**src/rtl/mem_access_unit_pkg.sv**
```systemverilog
// ============================================================================
// Module  : mem_access_unit_pkg
// Brief   : State encodings and access-kind codes for mem_access_unit.
// Revision: 1.0 - initial release
// ============================================================================
`default_nettype none

package mem_access_unit_pkg;

  typedef logic [1:0] mem_state_t;
  typedef logic [1:0] mem_kind_t;

  localparam mem_state_t MEM_IDLE = 2'd0;
  localparam mem_state_t MEM_REQ  = 2'd1;
  localparam mem_state_t MEM_DONE = 2'd2;

  localparam mem_kind_t MEM_KIND_FETCH = 2'd0;
  localparam mem_kind_t MEM_KIND_LOAD  = 2'd1;
  localparam mem_kind_t MEM_KIND_STORE = 2'd2;

  // Fetch beats load beats store when strobes coincide.
  function automatic mem_kind_t mem_kind_sel(input logic fetch, input logic load);
    if (fetch)
      return MEM_KIND_FETCH;
    else if (load)
      return MEM_KIND_LOAD;
    else
      return MEM_KIND_STORE;
  endfunction

endpackage

`default_nettype wire

```
**src/rtl/mem_access_unit_if.sv**
```systemverilog
// ============================================================================
// Module  : mem_access_unit_if
// Brief   : Simple req/ack memory bus between mem_access_unit and the fabric.
// Revision: 1.0 - initial release
// ============================================================================
`default_nettype none

interface mem_access_unit_if #(
  parameter int ADDR_W = 32,
  parameter int DATA_W = 32
);
  logic              busReq;
  logic              busWe;
  logic [ADDR_W-1:0] busAddr;
  logic [DATA_W-1:0] busWData;
  logic              busAck;
  logic [DATA_W-1:0] busRData;

  modport master (
    output busReq, busWe, busAddr, busWData,
    input  busAck, busRData
  );

  modport slave (
    input  busReq, busWe, busAddr, busWData,
    output busAck, busRData
  );
endinterface

`default_nettype wire

```
**src/rtl/mem_access_unit_bus_watchdog.sv**
```systemverilog
// ============================================================================
// Module  : bus_watchdog
// Brief   : Wait-cycle counter that flags a stalled bus request.
//           Built only when MEM_TIMEOUT_EN is defined.
// Revision: 1.0 - initial release
// ============================================================================
`default_nettype none

`ifdef MEM_TIMEOUT_EN
module bus_watchdog #(
  parameter int LIMIT = 255
) (
  input  wire logic clk,
  input  wire logic rst_n,
  input  wire logic clear,
  input  wire logic enable,
  output logic      expired
);
  localparam int CNT_W = $clog2(LIMIT + 1);

  logic [CNT_W-1:0] r_count;

  always_ff @(posedge clk or negedge rst_n) begin
    if (!rst_n)
      r_count <= '0;
    else if (clear)
      r_count <= '0;
    else if (enable)
      r_count <= r_count + 1'b1;
  end

  // Fires during the LIMIT-th unacknowledged wait cycle.
  assign expired = enable && (r_count == CNT_W'(LIMIT - 1));
endmodule
`endif

`default_nettype wire

```
**src/rtl/mem_access_unit.sv**
```systemverilog
// ============================================================================
// Module  : mem_access_unit
// Brief   : Runs one req/ack bus transaction per fetch/load/store strobe.
//           Optional request timeout enabled by defining MEM_TIMEOUT_EN.
// Revision: 1.0 - initial release
// ============================================================================
`default_nettype none

module mem_access_unit
  import mem_access_unit_pkg::*;
#(
  parameter int ADDR_W         = 32,
  parameter int DATA_W         = 32,
  parameter int TIMEOUT_CYCLES = 255
) (
  input  wire logic              clk,
  input  wire logic              rst_n,
  input  wire logic              doFetch,
  input  wire logic              doMemoryLoad,
  input  wire logic              doMemoryStore,
  input  wire logic [ADDR_W-1:0] addr,
  input  wire logic [DATA_W-1:0] storeData,
  output logic      [DATA_W-1:0] instrOut,
  output logic      [DATA_W-1:0] loadData,
  output logic                   accessDone,
  output logic                   busy,
  output logic                   overrun,
  output logic                   busError,
  mem_access_unit_if.master      bus
);

  mem_state_t        r_state;
  mem_kind_t         r_kind;
  logic [ADDR_W-1:0] r_addr;
  logic [DATA_W-1:0] r_wdata;
  logic [DATA_W-1:0] r_instr;
  logic [DATA_W-1:0] r_load;
  logic              r_overrun;
  logic              w_strobe;
  logic              w_expired;

  assign w_strobe = doFetch || doMemoryLoad || doMemoryStore;

  always_ff @(posedge clk or negedge rst_n) begin
    if (!rst_n) begin
      r_state   <= MEM_IDLE;
      r_kind    <= MEM_KIND_FETCH;
      r_addr    <= '0;
      r_wdata   <= '0;
      r_instr   <= '0;
      r_load    <= '0;
      r_overrun <= 1'b0;
    end else begin
      r_overrun <= w_strobe && (r_state != MEM_IDLE);
      case (r_state)
        MEM_IDLE: begin
          if (w_strobe) begin
            r_kind  <= mem_kind_sel(doFetch, doMemoryLoad);
            r_addr  <= addr;
            r_wdata <= storeData;
            r_state <= MEM_REQ;
          end
        end
        MEM_REQ: begin
          // An ack in the timeout cycle still completes normally.
          if (bus.busAck) begin
            if (r_kind == MEM_KIND_FETCH)
              r_instr <= bus.busRData;
            else if (r_kind == MEM_KIND_LOAD)
              r_load <= bus.busRData;
            r_state <= MEM_DONE;
          end else if (w_expired) begin
            r_state <= MEM_DONE;
          end
        end
        MEM_DONE: r_state <= MEM_IDLE;
        default:  r_state <= MEM_IDLE;
      endcase
    end
  end

`ifdef MEM_TIMEOUT_EN
  logic r_error;

  bus_watchdog #(
    .LIMIT (TIMEOUT_CYCLES)
  ) u_bus_watchdog (
    .clk     (clk),
    .rst_n   (rst_n),
    .clear   (r_state != MEM_REQ),
    .enable  ((r_state == MEM_REQ) && !bus.busAck),
    .expired (w_expired)
  );

  always_ff @(posedge clk or negedge rst_n) begin
    if (!rst_n)
      r_error <= 1'b0;
    else if (w_expired)
      r_error <= 1'b1;
  end

  assign busError = r_error;
`else
  logic w_unused_timeout;

  assign w_expired        = 1'b0;
  assign busError         = 1'b0;
  assign w_unused_timeout = ^TIMEOUT_CYCLES;
`endif

  assign bus.busReq   = (r_state == MEM_REQ);
  assign bus.busWe    = (r_state == MEM_REQ) && (r_kind == MEM_KIND_STORE);
  assign bus.busAddr  = r_addr;
  assign bus.busWData = r_wdata;
  assign accessDone   = (r_state == MEM_DONE);
  assign busy         = (r_state != MEM_IDLE);
  assign overrun      = r_overrun;
  assign instrOut     = r_instr;
  assign loadData     = r_load;

endmodule

`default_nettype wire

```
**src/flat_wrapper.sv**
```systemverilog
// flat-port wrapper written by rule: the top's interface ports become plain ports
module mem_access_unit_flat import mem_access_unit_pkg::*;
#(
  parameter int ADDR_W         = 32,
  parameter int DATA_W         = 32,
  parameter int TIMEOUT_CYCLES = 255
)
  (clk, rst_n, doFetch, doMemoryLoad, doMemoryStore, addr, storeData, instrOut, loadData, accessDone, busy, overrun, busError, bus_busReq, bus_busWe, bus_busAddr, bus_busWData, bus_busAck, bus_busRData);
  mem_access_unit_if #(.ADDR_W(ADDR_W), .DATA_W(DATA_W)) bus_i ();
  input  wire logic clk;
  input  wire logic rst_n;
  input  wire logic doFetch;
  input  wire logic doMemoryLoad;
  input  wire logic doMemoryStore;
  input  wire logic [ADDR_W-1:0] addr;
  input  wire logic [DATA_W-1:0] storeData;
  output logic      [DATA_W-1:0] instrOut;
  output logic      [DATA_W-1:0] loadData;
  output logic accessDone;
  output logic busy;
  output logic overrun;
  output logic busError;
  output wire logic [$bits(bus_i.busReq)-1:0] bus_busReq;
  output wire logic [$bits(bus_i.busWe)-1:0] bus_busWe;
  output wire logic [$bits(bus_i.busAddr)-1:0] bus_busAddr;
  output wire logic [$bits(bus_i.busWData)-1:0] bus_busWData;
  input wire logic [$bits(bus_i.busAck)-1:0] bus_busAck;
  input wire logic [$bits(bus_i.busRData)-1:0] bus_busRData;
  assign bus_busReq = bus_i.busReq;
  assign bus_busWe = bus_i.busWe;
  assign bus_busAddr = bus_i.busAddr;
  assign bus_busWData = bus_i.busWData;
  assign bus_i.busAck = bus_busAck;
  assign bus_i.busRData = bus_busRData;
  mem_access_unit #(.ADDR_W(ADDR_W), .DATA_W(DATA_W), .TIMEOUT_CYCLES(TIMEOUT_CYCLES)) u_core (.clk(clk), .rst_n(rst_n), .doFetch(doFetch), .doMemoryLoad(doMemoryLoad), .doMemoryStore(doMemoryStore), .addr(addr), .storeData(storeData), .instrOut(instrOut), .loadData(loadData), .accessDone(accessDone), .busy(busy), .overrun(overrun), .busError(busError), .bus(bus_i));
endmodule
```
**config.mk**
```make
export PLATFORM = sky130hd
export DESIGN_NAME = mem_access_unit_flat
export DESIGN_NICKNAME = d
export VERILOG_FILES = /design/src/rtl/mem_access_unit_pkg.sv /design/src/rtl/mem_access_unit_if.sv /design/src/rtl/mem_access_unit_bus_watchdog.sv /design/src/rtl/mem_access_unit.sv /design/src/flat_wrapper.sv
export SDC_FILE = /design/constraint.sdc
export NUM_CORES = 1
export LEC_CHECK = 0
export ABC_AREA = 1
export BUFFER_PORTS_ARGS = -buffer_cell sky130_fd_sc_hd__buf_4
export CAP_MARGIN = 40
export CORE_AREA = 2 2 114 116
export CTS_CLUSTER_SIZE = 25
export DETAILED_ROUTE_END_ITERATION = 8
export DIE_AREA = 0 0 116 118
export PLACE_DENSITY = 0.75
export SYNTH_ARGS = -nofsm -noshare
export SYNTH_HDL_FRONTEND = slang
export SYNTH_SLANG_ARGS = --single-unit
```
**constraint.sdc**
```tcl
create_clock -name clk -period 1.5 [get_ports clk]
set_input_delay 0.225 -clock clk [delete_from_list [all_inputs] [get_ports clk]]
set_output_delay 0.225 -clock clk [all_outputs]
set_load 0.01 [all_outputs]
```
==> qor.txt, run 1 <==
Simple-gate share of the synthesized area - 0.2861
Final Hold Fails - 0
Crit. End Element - primary output
Sw Ratio - 0.3696
CTS tree - done
Post-synth cell types - 20
Outcome - complete, but fails checks
# port buffers - 234
Tot GR Track Use - 0.2367
Int Power - 12,000 µW
Worst Path Buf+Inv - 2
Setup CP Type - register to primary output
Hold Crit Depth - 3
Synth Area in Adders - 0
Final period utilization - 1.050
Combinational power share - 0.441
Starting Density - 0.4443
HPWL Detailed - 11,100 µm
Sequential fraction of the synthesis area - 0.6034
Maximum vdd drop - 1.247 mV
Crit-path leading delay family - flip-flops
Largest net degree at the start of global routing - 65
First-pass GRT wire length - 25,210 µm
WP data required - 1.27 ns
Filler cells - 1,011
Clk_lat worst skew - 0.42 ns
Post-synthesis mux area share - 0
Vias in the first global route - 5,079
CTS Root Cell - clkbuf_16
Crit start category - register
Share of cells above drive strength 1 - 0.3494
Routed len/inst - 15.16 µm
Worst hold endpoint - u_core.loadData[10]
Io pins - 236
Die X - 116 µm
Mapped Cells - 621
CP Cell Sequence - nor2_4, inv_1, nor3_2, buf_4
Antenna viol nets, final - 0
TNS Setup - -0.1349 ns
Leak pwr - 0.004500 µW
Total core area - 12,410 µm²
Layout Skew - 0.005791 ns
Post-Syn Area - 5515 µm²
Commonest non-fill, non-tap cell in the layout - nand2_1
Flops & latches, synth - 133
Initial antenna violation count - 0
Longest Clk Path Bufs - 2
Hold WC Path Type - primary input to register
Final WS setup - -0.07480 ns
NumNets Final - 962
Die Ht - 118 µm
Pwr Density - 2314 nW/µm²
Fmax - 635.0 MHz
Via Count - 5,078
Clock share of power - 0.218
Hold Startpoint - bus_busRData[10]
Non-Filler Instances - 1,045
H-tree depth - 4
Via-to-Cell Ratio - 4.859
Final Max Tran Viols - 0
Remaining DRCs - 0
Critical Path Slowest Stage Cell - dfrtp_2
CP max stage delay - 0.44 ns
Die area - 13,690 µm²
Most frequent cells in the layout - 261 x nand2_1, 253 x buf_4, 131 x dfrtp_1, 66 x nand3_1, 37 x inv_1
Crit-path max FO - 3
XOR/XNOR share of the synthesized area - 0
Inst Count DP - 1,003
1st-pass router iterations - 4
Multi-input gate area - 1849 µm²
RSZ-0062 raised after global routing - true
FF-to-FF End - u_core.instrOut[25]
# diodes - 0
# clock sinks - 133
Post-synthesis compound-gate area fraction - 0.04537
CP arrival - 1.35 ns
Sequential power share - 0.341
Max cap viols - 0
GP Congestion - 0.8544
Violated checks - negative setup slack
Rows - 41
Syn_nets - 723
Largest family of logic cells by synthesized area - simple AND/OR/NAND/NOR gates
Final Critical Period - 1.575 ns
Initial DRC count - 423
Syn avg cell area - 8.881 µm²
Total CTS buffers - 17
Sequential cell area - 3331 µm²
Worst reg2reg startpoint - u_core.r_state[0]
Final setup vio count - 2
Psw - 7036 µW
R2r setup slk - 0.09 ns
Worst-path clk slew - 0.06 ns
Synthesis-to-finish area growth - 49.16%
Post-Route WL - 15,850 µm
Synth warn - 0
FF-to-FF path depth - 8
Gr ovfl total - 0
[cell families (layout without fill, tap and decap cells)]
logic type             count (synthesis)  in the layout
AND/OR/NAND/NOR                      370            370
other                                  1              1
flip-flops                           133            133
AO/OA/AOI/OAI                         34             34
buffers and inverters                 83            335
[cell usage after synthesis]
| cell type | count | area share |
|---|---|---|
| nand3_1 | 66 | 0.060 |
| nand2_1 | 263 | 0.18 |
| clkbuf_1 | 12 | 0.0082 |
| nor2_2 | 3 | 0.0034 |
| inv_1 | 38 | 0.026 |
| o21bai_1 | 32 | 0.044 |
| conb_1 | 1 | 0.00068 |
| o21ai_1 | 1 | 0.00091 |
| nand3b_1 | 1 | 0.0014 |
| dfrtp_1 | 133 | 0.60 |
| inv_2 | 1 | 0.00068 |
| a21oi_1 | 1 | 0.00091 |
| buf_4 | 6 | 0.0082 |
| nor3_1 | 1 | 0.00091 |
| buf_2 | 17 | 0.015 |
| buf_1 | 9 | 0.0061 |
| nor2_4 | 1 | 0.0020 |
| nand4_1 | 32 | 0.036 |
| nand3_2 | 1 | 0.0018 |
| nor2_1 | 2 | 0.0014 |
[final cells by class]
| type | instances | area share |
|---|---|---|
| clock buffers | 25 | 0.06144 |
| clock inverters | 7 | 0.01141 |
| inverters | 39 | 0.01810 |
| multi-input cells | 405 | 0.2248 |
| flip-flops and latches | 133 | 0.4049 |
| well taps | 172 | 0.02616 |
| repair buffers | 264 | 0.2532 |
[power by group through the flow]
stage | logic (µW) | registers [µW] | clock network, µW
floorplan | 3260 | 7110 | 0
global placement | 7910 | 6440 | 0
detailed placement | 8180 | 6470 | 0
CTS | 8290 | 6490 | 4210
global route | 9250 | 6690 | 4410
finish | 8390 | 6490 | 4160
[metrics by stage]
stage	util	worst slack [ns]	hold slack (ns)	total power (µW)	instance area [µm²]
after floorplan	-	0.2401	-0.07059	10360	5515
after global placement	0.6055	0.2390	0.1365	14350	7517
after detailed placement	0.6055	0.2187	0.1373	14640	7517
after CTS	0.6579	-0.08034	0.004500	19000	8168
after global routing	0.6627	-0.1270	0.001999	20340	8227
final	0.6627	-0.07480	0.01915	19040	8227
[state kept, by name, indices dropped and copies added (netlist names)]
signal               count
u_core.bus.busWData     32
u_core.r_kind            2
u_core.overrun           1
u_core.r_state           2
u_core.bus.busAddr      32
u_core.instrOut         32
u_core.loadData         32
[worst min-delay path, cell delays in order]
cell	delay, ns
buf_4	0.09
nand2_1	0.04
nand2_1	0.05
[how the worst max path moves through the flow]
stage	startpoint	end	slack [ns]	cells past startpoint
finish	u_core.r_state[1]	bus_busWe	-0.07	4
global route	u_core.r_state[1]	bus_busWe	-0.13	4
CTS	u_core.r_state[0]	bus_busWe	-0.08	5
detailed placement	u_core.r_state[1]	u_core.loadData[18]	0.22	5
global placement	u_core.r_state[0]	busy	0.24	4
floorplan	u_core.r_state[0]	busy	0.24	4
[per-layer routing]
layer | wire (µm) | GRT usage | up-vias
met5 | 0 | 0 | -
met4 | 233 | 0.09152 | 0
li1 | - | - | 2449
met3 | 1486 | 0.08805 | 17
met2 | 7758 | 0.3633 | 236
met1 | 6367 | 0.3041 | 2376
[what timing repair did]
| item | 4_1_cts | 5_1_grt |
|---|---|---|
| endpoints found under the setup margin | 3 | 4 |
| endpoints found under the hold margin | 29 | 0 |
| pin swaps | 2 | 2 |
| gates resized for setup | 7 | 4 |
| hold buffers | 1 | 0 |
| setup buffers | 3 | 6 |
(Power assumes the default switching activity.)
==> run 2, diff against run 1 <==
--- a/config.mk
+++ b/config.mk
@@ -5,14 +5,13 @@
 export SDC_FILE = /design/constraint.sdc
 export NUM_CORES = 1
 export LEC_CHECK = 0
-export ABC_AREA = 1
 export BUFFER_PORTS_ARGS = -buffer_cell sky130_fd_sc_hd__buf_4
 export CAP_MARGIN = 40
-export CORE_AREA = 2 2 114 116
+export CORE_AREA = 2 2 109 111
 export CTS_CLUSTER_SIZE = 25
 export DETAILED_ROUTE_END_ITERATION = 8
-export DIE_AREA = 0 0 116 118
-export PLACE_DENSITY = 0.75
+export DIE_AREA = 0 0 111 113
+export PLACE_DENSITY = 0.77
 export SYNTH_ARGS = -nofsm -noshare
 export SYNTH_HDL_FRONTEND = slang
 export SYNTH_SLANG_ARGS = --single-unit
==> qor.txt, run 2 <==
First-pass GRT wire length - 23,390 µm (-7.2%)
WP data required - 1.27 ns (about the same)
CP arrival - 1.57 ns (+0.22 ns)
Post-Syn Area - 5034 µm² (-8.7%)
Total core area - 11,270 µm² (-9.2%)
DP Area - 7148 µm² (-4.9%)
R2r setup slk - -0.20 ns (-0.29 ns)
HPWL Detailed - 9148 µm (-18%)
Crit-path max FO - 3 (unchanged)
H-tree depth - 4 (unchanged)
Inst Count DP - 680 (-32%)
Largest net degree at the start of global routing - 36 (-45%)
Max cap viols - 0 (unchanged)
Fmax - 555.7 MHz (-12%)
Total CTS buffers - 17 (unchanged)
# clock sinks - 133 (unchanged)
DP Worst Slack - -0.1243 ns (-0.3430 ns)
Post-synth top cells - 133 x dfrtp_1, 121 x mux2_2, 9 x buf_6, 7 x mux2_1
Leak pwr - 0.004376 µW (-2.8%)
Final WS setup - -0.2995 ns (-0.2247 ns)
Pwr Density - 2462 nW/µm² (+6.4%)
Initial DRC count - 173 (-59%)
Remaining DRCs - 0 (unchanged)
Mapped Cells - 294 (-53%)
Crit. End Element - primary output
Syn avg cell area - 17.12 µm² (+93%)
Post-synth EDFFs - 0 (unchanged)
Crit start category - register
Leading area contributor after synthesis - dfrtp_1
Slew of the pin with the lowest slew margin - 0.5002 ns
Post-synth ARST share - 1.000 (unchanged)
1st-pass router iterations - 4 (unchanged)
Final period utilization - 1.200 (+0.1498)
Antenna viol nets, final - 0 (unchanged)
CTS tree - done
Final setup vio count - 131 (+129)
Non-Filler Instances - 736 (-30%)
Post-synth cell types - 21 (+5.0%)
Initial antenna violation count - 0 (unchanged)
Clk_lat worst skew - 0.41 ns (about the same)
Final hold slack - 0.03653 ns (+0.01738 ns)
Outcome - complete, but fails checks
Via Count - 3,620 (-29%)
RSZ-0062 raised after global routing - true
Io pins - 236 (unchanged)
Die X - 111 µm (-4.3%)
Final Critical Period - 1.800 ns (+0.2247 ns)
Main synth FF type - dfrtp_1
Starting Density - 0.4466 (+0.002288)
Most frequent cells in the layout - 240 x buf_4, 133 x dfrtp_1, 110 x mux2_4, 19 x clkbuf_16, 18 x mux2_2
Share of cells above drive strength 1 - 0.7420 (+0.3926)
GP Congestion - 0.7944 (-7.0%)
Synthesis-to-finish area growth - 71.81%
Post-Route WL - 14,800 µm (-6.6%)
Gr ovfl total - 0 (unchanged)
Die area - 12,540 µm² (-8.4%)
Rows - 39 (-4.9%)
Max_slew headroom - 0.6665
Tot GR Track Use - 0.2453 (+0.008620)
Worst-path clk slew - 0.05 ns (about the same)
TNS Setup - -17.14 ns (-17.01 ns)
Die Ht - 113 µm (-4.2%)
Via-to-Cell Ratio - 4.918 (+1.2%)
Longest Clk Path Bufs - 2 (unchanged)
Flops & latches, synth - 133 (unchanged)
Hold WC Path Type - primary input to register
Maximum vdd drop - 1.755 mV (+41%)
NumNets Final - 682 (-29%)
CTS Root Cell - clkbuf_16
Violated checks - negative setup slack
Synth top area share - 0.6612 (+0.05775)
Most common cell in the netlist - dfrtp_1
# port buffers - 234 (unchanged)
Cell area after layout - 8648 µm² (+5.1%)
Sequential fraction of the synthesis area - 0.6612 (+0.05775)
Routed len/inst - 20.10 µm (+33%)
Commonest non-fill, non-tap cell in the layout - buf_4
Syn_nets - 396 (-45%)
Setup CP Type - register to primary output
Top cells by area, synth - dfrtp_1 66%, mux2_2 27%, buf_6 2.0%, mux2_1 1.6%, nor3b_4 0.37%
Synth warn - 0 (unchanged)
Vias in the first global route - 4,168 (-18%)
Final Hold Fails - 0 (unchanged)
# diodes - 0 (unchanged)
Final Max Tran Viols - 0 (unchanged)
Layout Skew - 0.004775 ns (-0.001017 ns)
[run 2: changes by cell type in the layout (fill, tap and decap cells not counted), sizes merged, moves of 32 or more]
cell,previous run,this run
inv,39,2
mux2,0,128
nand2,263,0
nand3,67,0
nand4,32,0
o21bai,32,0
[run 2: kinds of logic (layout without fill, tap and decap cells)]
| logic type | after synthesis | in the layout | synth area share |
|---|---|---|---|
| simple gates | 12 | 12 | 0.01914 |
| other cells | 1 | 1 | 0.0007450 |
| flops | 133 | 133 | 0.6612 |
| mux | 128 | 128 | 0.2864 |
| buf+inv | 15 | 314 | 0.02610 |
| compound gates | 5 | 5 | 0.006465 |
[run 2: critical path, stage by stage, from the launching register on]
cell     delay, ns
dfrtp_1       0.36
buf_6         0.10
buf_6         0.09
or2b_4        0.28
nor3b_2       0.18
buf_4         0.17
[run 2: power breakdown]
group	switching [µW]	leakage [µW]	internal [µW]	total, µW
logic	3630	0.00248	6400	10000
clock network	1480	0.000321	3200	4680
registers	1140	0.00158	5440	6580
total	6260	0.00438	15000	21300
[run 2: final timing paths]
| kind | from | to | cells past startpoint |
|---|---|---|---|
| max | u_core.r_state[0] | bus_busWe | 5 |
| min | bus_busAck | u_core.r_state[0] | 2 |
| max reg2reg | u_core.r_state[0] | u_core.bus.busWData[26] | 7 |
| min reg2reg | u_core.loadData[30] | u_core.loadData[30] | 1 |
| max in group asynchronous | rst_n | u_core.bus.busWData[3] | 3 |
| min in group asynchronous | rst_n | u_core.bus.busWData[12] | 2 |
[run 2: layout make-up]
class	instances	area, µm²
Clock buffer	23	467.9
Clock inverter	9	197.7
Fill cell	665	2624
Inverter	2	7.507
Multi-Input combinational cell	146	1996
Sequential cell	133	3328
Tap cell	143	178.9
Timing Repair Buffer	280	2472
[run 2: timing repair]
action / 4_1_cts / 5_1_grt
pin swaps: 3 / 1
gates cloned: 8 / 2
hold buffers: 2 / 0
setup endpoints to repair: 119 / 132
endpoints found under the hold margin: 32 / 0
gates resized for setup: 119 / 26
buffers inserted: 18 / 3
[run 2: metal layers]
layer  vias up  global-route usage  wire (µm)  part of all wire
li1       1613                   -          -                 -
met5         -                   0          0                 0
met1      1838              0.2714       5457              0.37
met2       134              0.4270       8065              0.55
met3        35             0.08356        740             0.050
met4         0              0.1183        531             0.036
[run 2: stage by stage]
| stage | utilization | total power (µW) |
|---|---|---|
| 2_1_floorplan | - | 10030 |
| 3_3_place_gp | 0.6341 | 13990 |
| 3_5_place_dp | 0.6341 | 14300 |
| 4_1_cts | 0.7688 | 21300 |
| 5_1_grt | 0.7672 | 22300 |
| 6_report | 0.7672 | 21300 |
==> run 3, diff against run 2 <==
--- a/config.mk
+++ b/config.mk
@@ -5,13 +5,13 @@
 export SDC_FILE = /design/constraint.sdc
 export NUM_CORES = 1
 export LEC_CHECK = 0
-export BUFFER_PORTS_ARGS = -buffer_cell sky130_fd_sc_hd__buf_4
+export BUFFER_PORTS_ARGS = -buffer_cell sky130_fd_sc_hd__buf_2
 export CAP_MARGIN = 40
-export CORE_AREA = 2 2 109 111
+export CORE_AREA = 2 2 113 115
 export CTS_CLUSTER_SIZE = 25
 export DETAILED_ROUTE_END_ITERATION = 8
-export DIE_AREA = 0 0 111 113
-export PLACE_DENSITY = 0.77
+export DIE_AREA = 0 0 115 117
+export PLACE_DENSITY = 0.75
 export SYNTH_ARGS = -nofsm -noshare
 export SYNTH_HDL_FRONTEND = slang
 export SYNTH_SLANG_ARGS = --single-unit
==> constraint.sdc (replaced) <==
create_clock -name clk -period 1.6 [get_ports clk]
set_input_delay 0.24 -clock clk [delete_from_list [all_inputs] [get_ports clk]]
set_output_delay 0.24 -clock clk [all_outputs]
set_load 0.01 [all_outputs]
==> qor.txt, run 3 (synthesis gave the netlist of run 2 again) <==
Outcome - complete, but fails checks
Violated checks - negative setup slack
RSZ-0062 raised after global routing - true
# clock sinks - 133 (unchanged)
Largest net degree at the start of global routing - 58 (+61%)
Sequential power share - 0.338 (+0.029)
Die X - 115 µm (+3.6%)
GP Congestion - 0.8069 (+1.6%)
Initial DRC count - 88 (-49%)
CTS Root Cell - clkbuf_16
Post-layout util - 0.6333 (-0.1339)
Crit. End Element - primary output
Sw Ratio - 0.3099 (+0.01615)
Filler cells - 931 (+40%)
Pwr Density - 2283 nW/µm² (-7.3%)
Gr ovfl total - 0 (unchanged)
Vias in the first global route - 3,565 (-14%)
Starting Density - 0.4088 (-0.03771)
Via-to-Cell Ratio - 4.862 (-1.2%)
Remaining DRCs - 0 (unchanged)
Die Ht - 117 µm (+3.5%)
HPWL Detailed - 8221 µm (-10%)
TNS Setup - -7.890 ns (+9.253 ns)
CP max stage delay - 0.40 ns (+0.04 ns)
Rows - 41 (+5.1%)
Die area - 13,460 µm² (+7.3%)
CP Cell Sequence - buf_6, or2b_1, nor3b_2, buf_2
Worst reg2reg startpoint - u_core.r_state[0]
Routed len/inst - 17.95 µm (-11%)
Tot GR Track Use - 0.1811 (-0.06420)
# port buffers - 234 (unchanged)
H-tree depth - 4 (unchanged)
Final setup vio count - 130 (-0.76%)
Total core area - 12,310 µm² (+9.2%)
Hold WC Path Type - primary input to register
Fmax - 562.2 MHz
Critical Path Slowest Stage Cell - dfrtp_1
Setup CP Type - register to primary output
# diodes - 0 (unchanged)
Io pins - 236 (unchanged)
Commonest non-fill, non-tap cell in the layout - buf_2
Total CTS buffers - 17 (unchanged)
Clk_lat worst skew - 0.42 ns (about the same)
Final Max Tran Viols - 0 (unchanged)
Initial antenna violation count - 0 (unchanged)
Most frequent cells in the layout - 232 x buf_2, 133 x dfrtp_1, 64 x mux2_4, 63 x mux2_2, 22 x clkbuf_16
Hold Startpoint - addr[12]
Final Critical Period - 1.779 ns
First-pass GRT wire length - 18,290 µm (-22%)
Share of cells above drive strength 1 - 0.7449 (+0.002908)
Combinational power share - 0.428 (-0.043)
Synthesis-to-finish area growth - 54.91%
Total power - 17,800 µW (-16%)
Int Power - 12,290 µW (-18%)
Post-Route WL - 13,250 µm (-10%)
Longest Clk Path Bufs - 2 (unchanged)
Final period utilization - 1.112
WP data required - 1.36 ns (+0.09 ns)
Critical path launch point - u_core.r_state[1]
Leak pwr - 0.003927 µW (-10%)
1st-pass router iterations - 4 (unchanged)
Maximum vdd drop - 1.170 mV (-33%)
Crit start category - register
Worst-path clk slew - 0.06 ns (about the same)
NumNets Final - 677 (-0.73%)
Psw - 5518 µW (-12%)
Hold Crit Depth - 2 (unchanged)
FF-to-FF path depth - 6 (-1)
Via Count - 3,588 (-0.88%)
Layout Skew - 0.006861 ns (+0.002086 ns)
Antenna viol nets, final - 0 (unchanged)
Clock share of power - 0.234 (+0.014)
Final WS setup - -0.1788 ns (+0.1208 ns)
CTS tree - done
Max cap viols - 0 (unchanged)
Crit-path max FO - 3 (unchanged)
Final Hold Fails - 0 (unchanged)
CP arrival - 1.54 ns (-0.03 ns)
==> run 3: worst max-delay path: cells and delay by family (launching register included) <==
family / cells / cell delay (ns)
buffers and inverters: 2 / 0.30
and+or+nand+nor: 2 / 0.41
DFF: 1 / 0.40
==> run 3: path summary, 6_finish.rpt <==
check	slack, ns	end
hold reg to reg	0.48	u_core.bus.busAddr[12]
max in group asynchronous	0.67	u_core.bus.busWData[17]
setup / recovery	-0.18	bus_busWe
min in group asynchronous	0.29	u_core.loadData[17]
setup reg to reg	-0.14	u_core.instrOut[9]
hold / removal	0.03	u_core.bus.busAddr[12]
==> run 3: cell type report <==
| class | instances | area [µm²] | area share |
|---|---|---|---|
| clock buffers | 20 | 466.7 | 0.05985 |
| clock inverters | 12 | 176.4 | 0.02263 |
| inverters | 2 | 7.507 | 0.0009628 |
| multi-input cells | 146 | 1822 | 0.2336 |
| flip-flops and latches | 133 | 3328 | 0.4268 |
| well taps | 150 | 187.7 | 0.02407 |
| repair buffers | 275 | 1809 | 0.2320 |
==> run 3: through the flow <==
step | setup slack, ns | hold WS (ns) | instance area, µm² | instances
2_1_floorplan | 0.01457 | -0.05559 | 5034 | 294
3_3_place_gp | 0.03878 | 0.1772 | 6474 | 682
3_5_place_dp | -0.02088 | 0.1895 | 6474 | 682
4_1_cts | -0.1869 | 0.01306 | 7460 | 727
5_1_grt | -0.2500 | 0.02174 | 7797 | 738
6_report | -0.1788 | 0.03224 | 7797 | 738
==> run 3: routing by layer <==
metal	global-route usage	routed length, µm
met2	0.3067	6820
met3	0.05819	686
met1	0.2099	5305
met4	0.08675	437
met5	0	0
==> run 3: what timing repair did <==
action / CTS / global route
setup endpoints to repair: 34 / 125
gates cloned: 3 / 6
endpoints found under the hold margin: 27 / 0
resized for setup: 40 / 45
setup buffers: 8 / 5
hold buffers: 2 / 0
pin swaps: 2 / 0
==> run 3: power by group through the flow <==
stage          Combinational, µW  Clock, µW  Sequential, µW
2_1_floorplan               2640          0            6770
3_3_place_gp                5930          0            5900
3_5_place_dp                6090          0            5970
4_1_cts                     6770       4230            5960
5_1_grt                     8130       4400            6230
6_report                    7630       4170            6010
